`src/rtl/alink_txc.sv`:
```
// alink_txc -- alink serial task transmit controller.
//
// Pops one TASK_LEN-word task from the show-ahead TX FIFO. Each word is sent
// MSB first as P/N pulses on one lane. A P=N=1 marker closes the frame.
// The lane is the lowest enabled bit of (tx_phy_sel & ~reg_mask), latched at
// frame start. If no lane is enabled, the task is popped and discarded.
//
// Ports:
//   clk, rst_n      clock, asynchronous active-low reset
//   reg_flush       synchronous abort back to idle
//   reg_mask        per-lane disable (1 = disabled)
//   tx_phy_sel      target lane select, sampled at frame start
//   tx_req / tx_dat FIFO holds a full task / FIFO head word (show-ahead)
//   tx_rd           FIFO pop strobe
//   tx_busy         frame in progress
//   tx_phy_start    pulse at the first word load of a frame
//   tx_phy_done     pulse at frame end or drop end
//   tx_drop         pulse with tx_phy_done when the task was discarded
//   TX_P / TX_N     registered per-lane pulse lines
module alink_txc #(
  parameter int unsigned PHY_NUM  = 16,
  parameter int unsigned TASK_LEN = 23,
  parameter int unsigned BIT_CYC  = 4
) (
  input  logic               clk,
  input  logic               rst_n,
  input  logic               reg_flush,
  input  logic [31:0]        reg_mask,
  input  logic [31:0]        tx_phy_sel,
  input  logic               tx_req,
  input  logic [31:0]        tx_dat,
  output logic               tx_rd,
  output logic               tx_busy,
  output logic               tx_phy_start,
  output logic               tx_phy_done,
  output logic               tx_drop,
  output logic [PHY_NUM-1:0] TX_P,
  output logic [PHY_NUM-1:0] TX_N
);

  localparam int unsigned PW = (BIT_CYC  > 1) ? $clog2(BIT_CYC)  : 1;
  localparam int unsigned WW = (TASK_LEN > 1) ? $clog2(TASK_LEN) : 1;
  localparam int unsigned LW = (PHY_NUM  > 1) ? $clog2(PHY_NUM)  : 1;
  localparam logic [PW-1:0] PH_LAST   = PW'(BIT_CYC - 1);
  localparam logic [WW-1:0] WORD_LAST = WW'(TASK_LEN - 1);

  typedef enum logic [2:0] {
    IDLE, LOAD, BIT_ON, BIT_OFF, EOF, DROP, DONE
  } state_t;

  state_t              state_q, state_d;
  logic [PW-1:0]       phase_q, phase_d;
  logic [4:0]          bit_cnt_q, bit_cnt_d;
  logic [WW-1:0]       word_q, word_d;
  logic [31:0]         shift_q, shift_d;
  logic [LW-1:0]       lane_q, lane_d;
  logic                tx_rd_q, tx_rd_d;
  logic                tx_busy_q, tx_busy_d;
  logic                tx_start_q, tx_start_d;
  logic                tx_done_q, tx_done_d;
  logic                tx_drop_q, tx_drop_d;
  logic [PHY_NUM-1:0]  tx_p_q, tx_p_d;
  logic [PHY_NUM-1:0]  tx_n_q, tx_n_d;

  logic [31:0]         eff;
  logic                eff_any;
  logic [LW-1:0]       lane_sel;
  logic                phase_done;
  logic [PHY_NUM-1:0]  lane_hot;

  // Lowest enabled lane; bits at or above PHY_NUM never qualify.
  always_comb begin
    eff      = tx_phy_sel & ~reg_mask;
    eff_any  = 1'b0;
    lane_sel = '0;
    for (int unsigned i = 0; i < 32; i++) begin
      if (eff[i] && (i < PHY_NUM) && !eff_any) begin
        eff_any  = 1'b1;
        lane_sel = LW'(i);
      end
    end
  end

  always_comb begin
    state_d    = state_q;
    phase_d    = phase_q + PW'(1);
    bit_cnt_d  = bit_cnt_q;
    word_d     = word_q;
    shift_d    = shift_q;
    lane_d     = lane_q;
    phase_done = (phase_q == PH_LAST);

    case (state_q)
      IDLE: begin
        if (tx_req && !reg_flush) begin
          word_d = '0;
          if (eff_any) begin
            state_d = LOAD;
            lane_d  = lane_sel;
          end else begin
            state_d = DROP;
          end
        end
      end
      LOAD: begin
        shift_d   = tx_dat;
        bit_cnt_d = 5'd31;
        state_d   = BIT_ON;
      end
      BIT_ON: begin
        if (phase_done) state_d = BIT_OFF;
      end
      BIT_OFF: begin
        if (phase_done) begin
          if (bit_cnt_q != 5'd0) begin
            shift_d   = {shift_q[30:0], 1'b0};
            bit_cnt_d = bit_cnt_q - 5'd1;
            state_d   = BIT_ON;
          end else if (word_q != WORD_LAST) begin
            word_d  = word_q + WW'(1);
            state_d = LOAD;
          end else begin
            state_d = EOF;
          end
        end
      end
      EOF: begin
        if (phase_done) state_d = DONE;
      end
      // word_q doubles as the drop-length counter.
      DROP: begin
        if (word_q == WORD_LAST) state_d = DONE;
        else                     word_d  = word_q + WW'(1);
      end
      DONE:    state_d = IDLE;
      default: state_d = IDLE;
    endcase

    if (reg_flush) begin
      state_d   = IDLE;
      bit_cnt_d = '0;
      word_d    = '0;
      shift_d   = '0;
      lane_d    = '0;
    end

    if ((state_d != state_q) || (state_d == IDLE)) phase_d = '0;

    // Outputs are computed from the next state so they register in step with it.
    for (int unsigned i = 0; i < PHY_NUM; i++) begin
      lane_hot[i] = (lane_d == LW'(i));
    end
    tx_rd_d    = (state_d == LOAD) || (state_d == DROP);
    tx_busy_d  = (state_d != IDLE);
    tx_start_d = (state_d == LOAD) && (word_d == '0);
    tx_done_d  = (state_d == DONE);
    tx_drop_d  = (state_d == DONE) && (state_q == DROP);
    tx_p_d     = '0;
    tx_n_d     = '0;
    if (state_d == BIT_ON) begin
      if (shift_d[31]) tx_p_d = lane_hot;
      else             tx_n_d = lane_hot;
    end
    if (state_d == EOF) begin
      tx_p_d = lane_hot;
      tx_n_d = lane_hot;
    end
  end

  always_ff @(posedge clk or negedge rst_n) begin
    if (!rst_n) begin
      state_q    <= IDLE;
      phase_q    <= '0;
      bit_cnt_q  <= '0;
      word_q     <= '0;
      shift_q    <= '0;
      lane_q     <= '0;
      tx_rd_q    <= 1'b0;
      tx_busy_q  <= 1'b0;
      tx_start_q <= 1'b0;
      tx_done_q  <= 1'b0;
      tx_drop_q  <= 1'b0;
      tx_p_q     <= '0;
      tx_n_q     <= '0;
    end else begin
      state_q    <= state_d;
      phase_q    <= phase_d;
      bit_cnt_q  <= bit_cnt_d;
      word_q     <= word_d;
      shift_q    <= shift_d;
      lane_q     <= lane_d;
      tx_rd_q    <= tx_rd_d;
      tx_busy_q  <= tx_busy_d;
      tx_start_q <= tx_start_d;
      tx_done_q  <= tx_done_d;
      tx_drop_q  <= tx_drop_d;
      tx_p_q     <= tx_p_d;
      tx_n_q     <= tx_n_d;
    end
  end

  assign tx_rd        = tx_rd_q;
  assign tx_busy      = tx_busy_q;
  assign tx_phy_start = tx_start_q;
  assign tx_phy_done  = tx_done_q;
  assign tx_drop      = tx_drop_q;
  assign TX_P         = tx_p_q;
  assign TX_N         = tx_n_q;

endmodule
```
`config.mk`:
```
export PLATFORM = sky130hd
export DESIGN_NAME = alink_txc
export DESIGN_NICKNAME = d
export VERILOG_FILES = /design/src/rtl/alink_txc.sv
export SDC_FILE = /design/constraint.sdc
export NUM_CORES = 1
export LEC_CHECK = 0
export CORE_AREA = 2 2 95 97
export CTS_BUF_LIST = sky130_fd_sc_hd__clkbuf_4 sky130_fd_sc_hd__clkbuf_8
export CTS_CLUSTER_SIZE = 28
export DETAILED_ROUTE_END_ITERATION = 8
export DIE_AREA = 0 0 97 99
export PLACE_DENSITY = 0.87
export RECOVER_POWER = 25
export SLEW_MARGIN = 20
export SYNTH_ARGS = -nofsm -noshare
export SYNTH_HDL_FRONTEND = slang
export SYNTH_SLANG_ARGS = --single-unit
```
`constraint.sdc`:
```
create_clock -name clk -period 6.4 [get_ports clk]
set_input_delay 1.28 -clock clk [delete_from_list [all_inputs] [get_ports clk]]
set_output_delay 1.28 -clock clk [all_outputs]
set_load 0.005 [all_outputs]
```
==> metrics.csv <==
stage,metric,value,unit
run_status,status,"complete, but fails checks",
grt,grt_max_degree,89,
clocking,post-cts-setup-buffers,0,
critical_path,worstSetupStartpoint,reg_flush,
critical_path,slowest_delay,0.78,ns
critical_path,rr_worst_depth,8,
clocking,post_cts_resized,0,
clocking,hold_buffers,0,
yosys,yosysSeqAreaShare,0.505,
detailed_routing,drcViolationCount,3,
finish,layout_common_cells,"clkdlybuf4s50_1 (103), dfrtp_1 (88), inv_1 (39)",
sta,tns,0,ns
finish,final_common_cell,clkdlybuf4s50_1,
yosys,yosysWarnings,0,
sta,min_period_over_period,0.611,
grt,grt_pass1_wl,16700,µm
yosys,ys_ff_latch,88,
detailed_routing,drt-total-wl,10000,µm
placement,dp_hpwl,7150,µm
die,initial_core_util,0.510,
critical_path,rrSetupSlack,3.48,ns
critical_path,critPathTopFamily,simple AND/OR/NAND/NOR gates,
sta,final_hold_viol_count,0,
sta,fin_skew,0.00783,ns
die,die_y,99,µm
detailed_routing,drt_iter0_markers,333,
critical_path,worstPathRequired,6.64,ns
detailed_routing,ant_nets,0,
grt,overflow,0,
clocking,root_buffer,clkbuf_8,
die,rows,34,
yosys,syn-cell-area,0.00436,mm²
critical_path,path_cells,clkdlybuf4s50_1 -> nor4b_2 -> nor2b_1 -> a21oi_1 -> or3_1 -> nor4_1,
sta,maxSlewViolCount,0,
yosys,synthArstFlopShare,1.00,
grt,grt_use_total,0.211,
placement,globalplace.congestion,0.964,
placement,dp.cells,576,
detailed_routing,wl_per_cell,17.0,µm
critical_path,cp-end-kind,flop,
detailed_routing,dr_total_vias,3556,
power,ir_worst_vdd,0.208,mV
sta,finalCriticalPeriod,3.91,ns
critical_path,r2r_start,bit_cnt_q[0],
die,die_w,97,µm
critical_path,critPathSlowestCell,clkdlybuf4s50_1,
min_path,min_path_type,reg2reg,
yosys,yosysUniqueCellTypes,70,
sta,timing.fmax,0.256,GHz
sta,rsz0062_at_grt,false,
die,die_area,0.00960,mm²
run,drv_cap,0,
run_status,violations,DRC,
clocking,clk_pin_slew_worst_paths,0.08,ns
grt,antenna_found_initial,0,
critical_path,crit_type,in2reg,
finish,final_util,0.658,
clocking,cts.sinks,88,
placement,io_buffers,104,
critical_path,worstSetupEndpoint,TX_N[6],
finish,antenna_cells,0,
clocking,cts_tree,yes,
grt,grt_pass1_vias,3442,
critical_path,crit_cells,6,
yosys,ys.flop_type,dfrtp_1,
clocking,h-tree-depth,3,
finish,fin_cells,591,
die,core-area,0.00855,mm²
critical_path,start_kind,input port,
finish,nets,583,
finish,layout-drive-gt1-share,0.128,
yosys,synth_cells,385,
sta,max_slew_margin,0.487,
clocking,cts.path.max_buffers,2,
yosys,syn_avg_cell_area,11.3,µm²
yosys,synth_nets,489,
die,io_pins,137,
clocking,worstSkewPairLatency,0.35,ns
critical_path,critical_path_buf_inv_count,1,
sta,hold_ws,0.462,ns
critical_path,critPathArrivalTime,4.15,ns
clocking,cts_buffers,9,
finish,fillers,619,
power,power.density,193,mW/mm²
sta,worst_slew_pin_slew,0.770,ns
detailed_routing,dr.pass1.iters,9,
critical_path,cp_max_fo,15,
yosys,synth_edf_count,0,
detailed_routing,viasPerCell,6.02,
finish,area_growth,28.8,%
critical_path,rr_endpoint,TX_N[1],
sta,finalSetupViolations,0,
power,leakage,2.59,nW
==> worst min path at each step <==
stage	endpoint	from	cells past startpoint	slack [ns]
2_1_floorplan	phase_q[0]	phase_q[0]	1	0.41
3_3_place_gp	phase_q[0]	phase_q[0]	1	0.42
3_5_place_dp	phase_q[0]	phase_q[0]	1	0.43
4_1_cts	phase_q[0]	phase_q[0]	1	0.45
5_1_grt	phase_q[0]	phase_q[0]	1	0.48
6_report	phase_q[0]	phase_q[0]	1	0.46
==> where the power goes <==
group | total, mW | internal [mW] | switching, mW
clock network | 0.336 | 0.143 | 0.193
logic | 0.166 | 0.0795 | 0.0869
registers | 0.582 | 0.570 | 0.0121
total | 1.08 | 0.793 | 0.292
==> sequential cells by signal (all words and copies together) (netlist names) <==
name,cells
shift_q,32
TX_N,16
TX_P,16
bit_cnt_q,5
word_q,5
lane_q,4
state_q,3
phase_q,2
tx_busy,1
tx_drop,1
tx_phy_done,1
tx_phy_start,1
tx_rd,1
==> stage by stage <==
step / total power [mW] / instance area (µm²) / setup slack (ns)
3_3_place_gp: 0.753 / 5450 / 1.92
2_1_floorplan: 0.683 / 4360 / 3.39
3_5_place_dp: 0.758 / 5450 / 1.86
5_1_grt: 1.13 / 5620 / 2.24
4_1_cts: 1.09 / 5620 / 2.25
6_report: 1.08 / 5620 / 2.49
==> Yosys cell counts, types with 2 or more instances <==
cell type / count / share of area
and3b_1: 2 / 0.0040
o211ai_1: 2 / 0.0034
nor3_2: 3 / 0.0069
a22oi_4: 2 / 0.0097
nand2_1: 12 / 0.010
buf_6: 2 / 0.0052
nand4b_1: 2 / 0.0040
nor4b_1: 6 / 0.012
a2111oi_4: 2 / 0.013
dfrtp_1: 88 / 0.50
ha_1: 4 / 0.011
inv_4: 2 / 0.0029
nand3b_1: 2 / 0.0034
a21o_1: 6 / 0.010
a31oi_1: 4 / 0.0057
nor4_1: 19 / 0.027
a21oi_1: 17 / 0.019
inv_1: 39 / 0.034
nor2b_4: 2 / 0.0063
and2_1: 6 / 0.0086
nor2_1: 11 / 0.0095
a211oi_1: 2 / 0.0034
nor4_2: 9 / 0.026
nor4b_2: 4 / 0.014
o22ai_1: 2 / 0.0029
o21ai_0: 9 / 0.010
a21oi_2: 2 / 0.0040
nor3_1: 3 / 0.0034
nand3_1: 6 / 0.0069
nor2b_1: 12 / 0.017
buf_2: 9 / 0.010
a31o_2: 3 / 0.0060
nand2b_1: 10 / 0.014
o21ai_1: 3 / 0.0034
clkbuf_1: 12 / 0.010
nand4_1: 3 / 0.0043
a222oi_1: 30 / 0.069
==> metal layers <==
metal | track usage | share of wire | routed length (µm) | up-vias
met2 | 0.362 | 0.52 | 5190 | 127
met4 | 0.0791 | 0.021 | 216 | 0
li1 | - | - | - | 1652
met5 | 0 | 0 | 0 | -
met1 | 0.260 | 0.39 | 3960 | 1761
met3 | 0.0518 | 0.067 | 676 | 16
==> cell families (layout without fill, tap and decap cells) <==
family / Yosys count / after routing / synth area share
flip-flops: 88 / 88 / 0.505
AND/OR/NAND/NOR: 124 / 124 / 0.211
AO/OA/AOI/OAI: 101 / 101 / 0.204
XOR/XNOR: 2 / 2 / 0.00401
adder cells (fa/ha/maj): 4 / 4 / 0.0115
buffers and inverters: 66 / 164 / 0.0648
==> cell type report <==
type,instances,area (µm²),share of cell area
timing repair buffer,107,1060,0.189
clock buffer,10,131,0.0234
inverter,42,163,0.0289
multi-input combinational,231,1890,0.336
sequential,88,2200,0.392
tap,108,135,0.0240
clock inverter,5,35.0,0.00623
No activity file was read; power rests on OpenSTA's default activity.
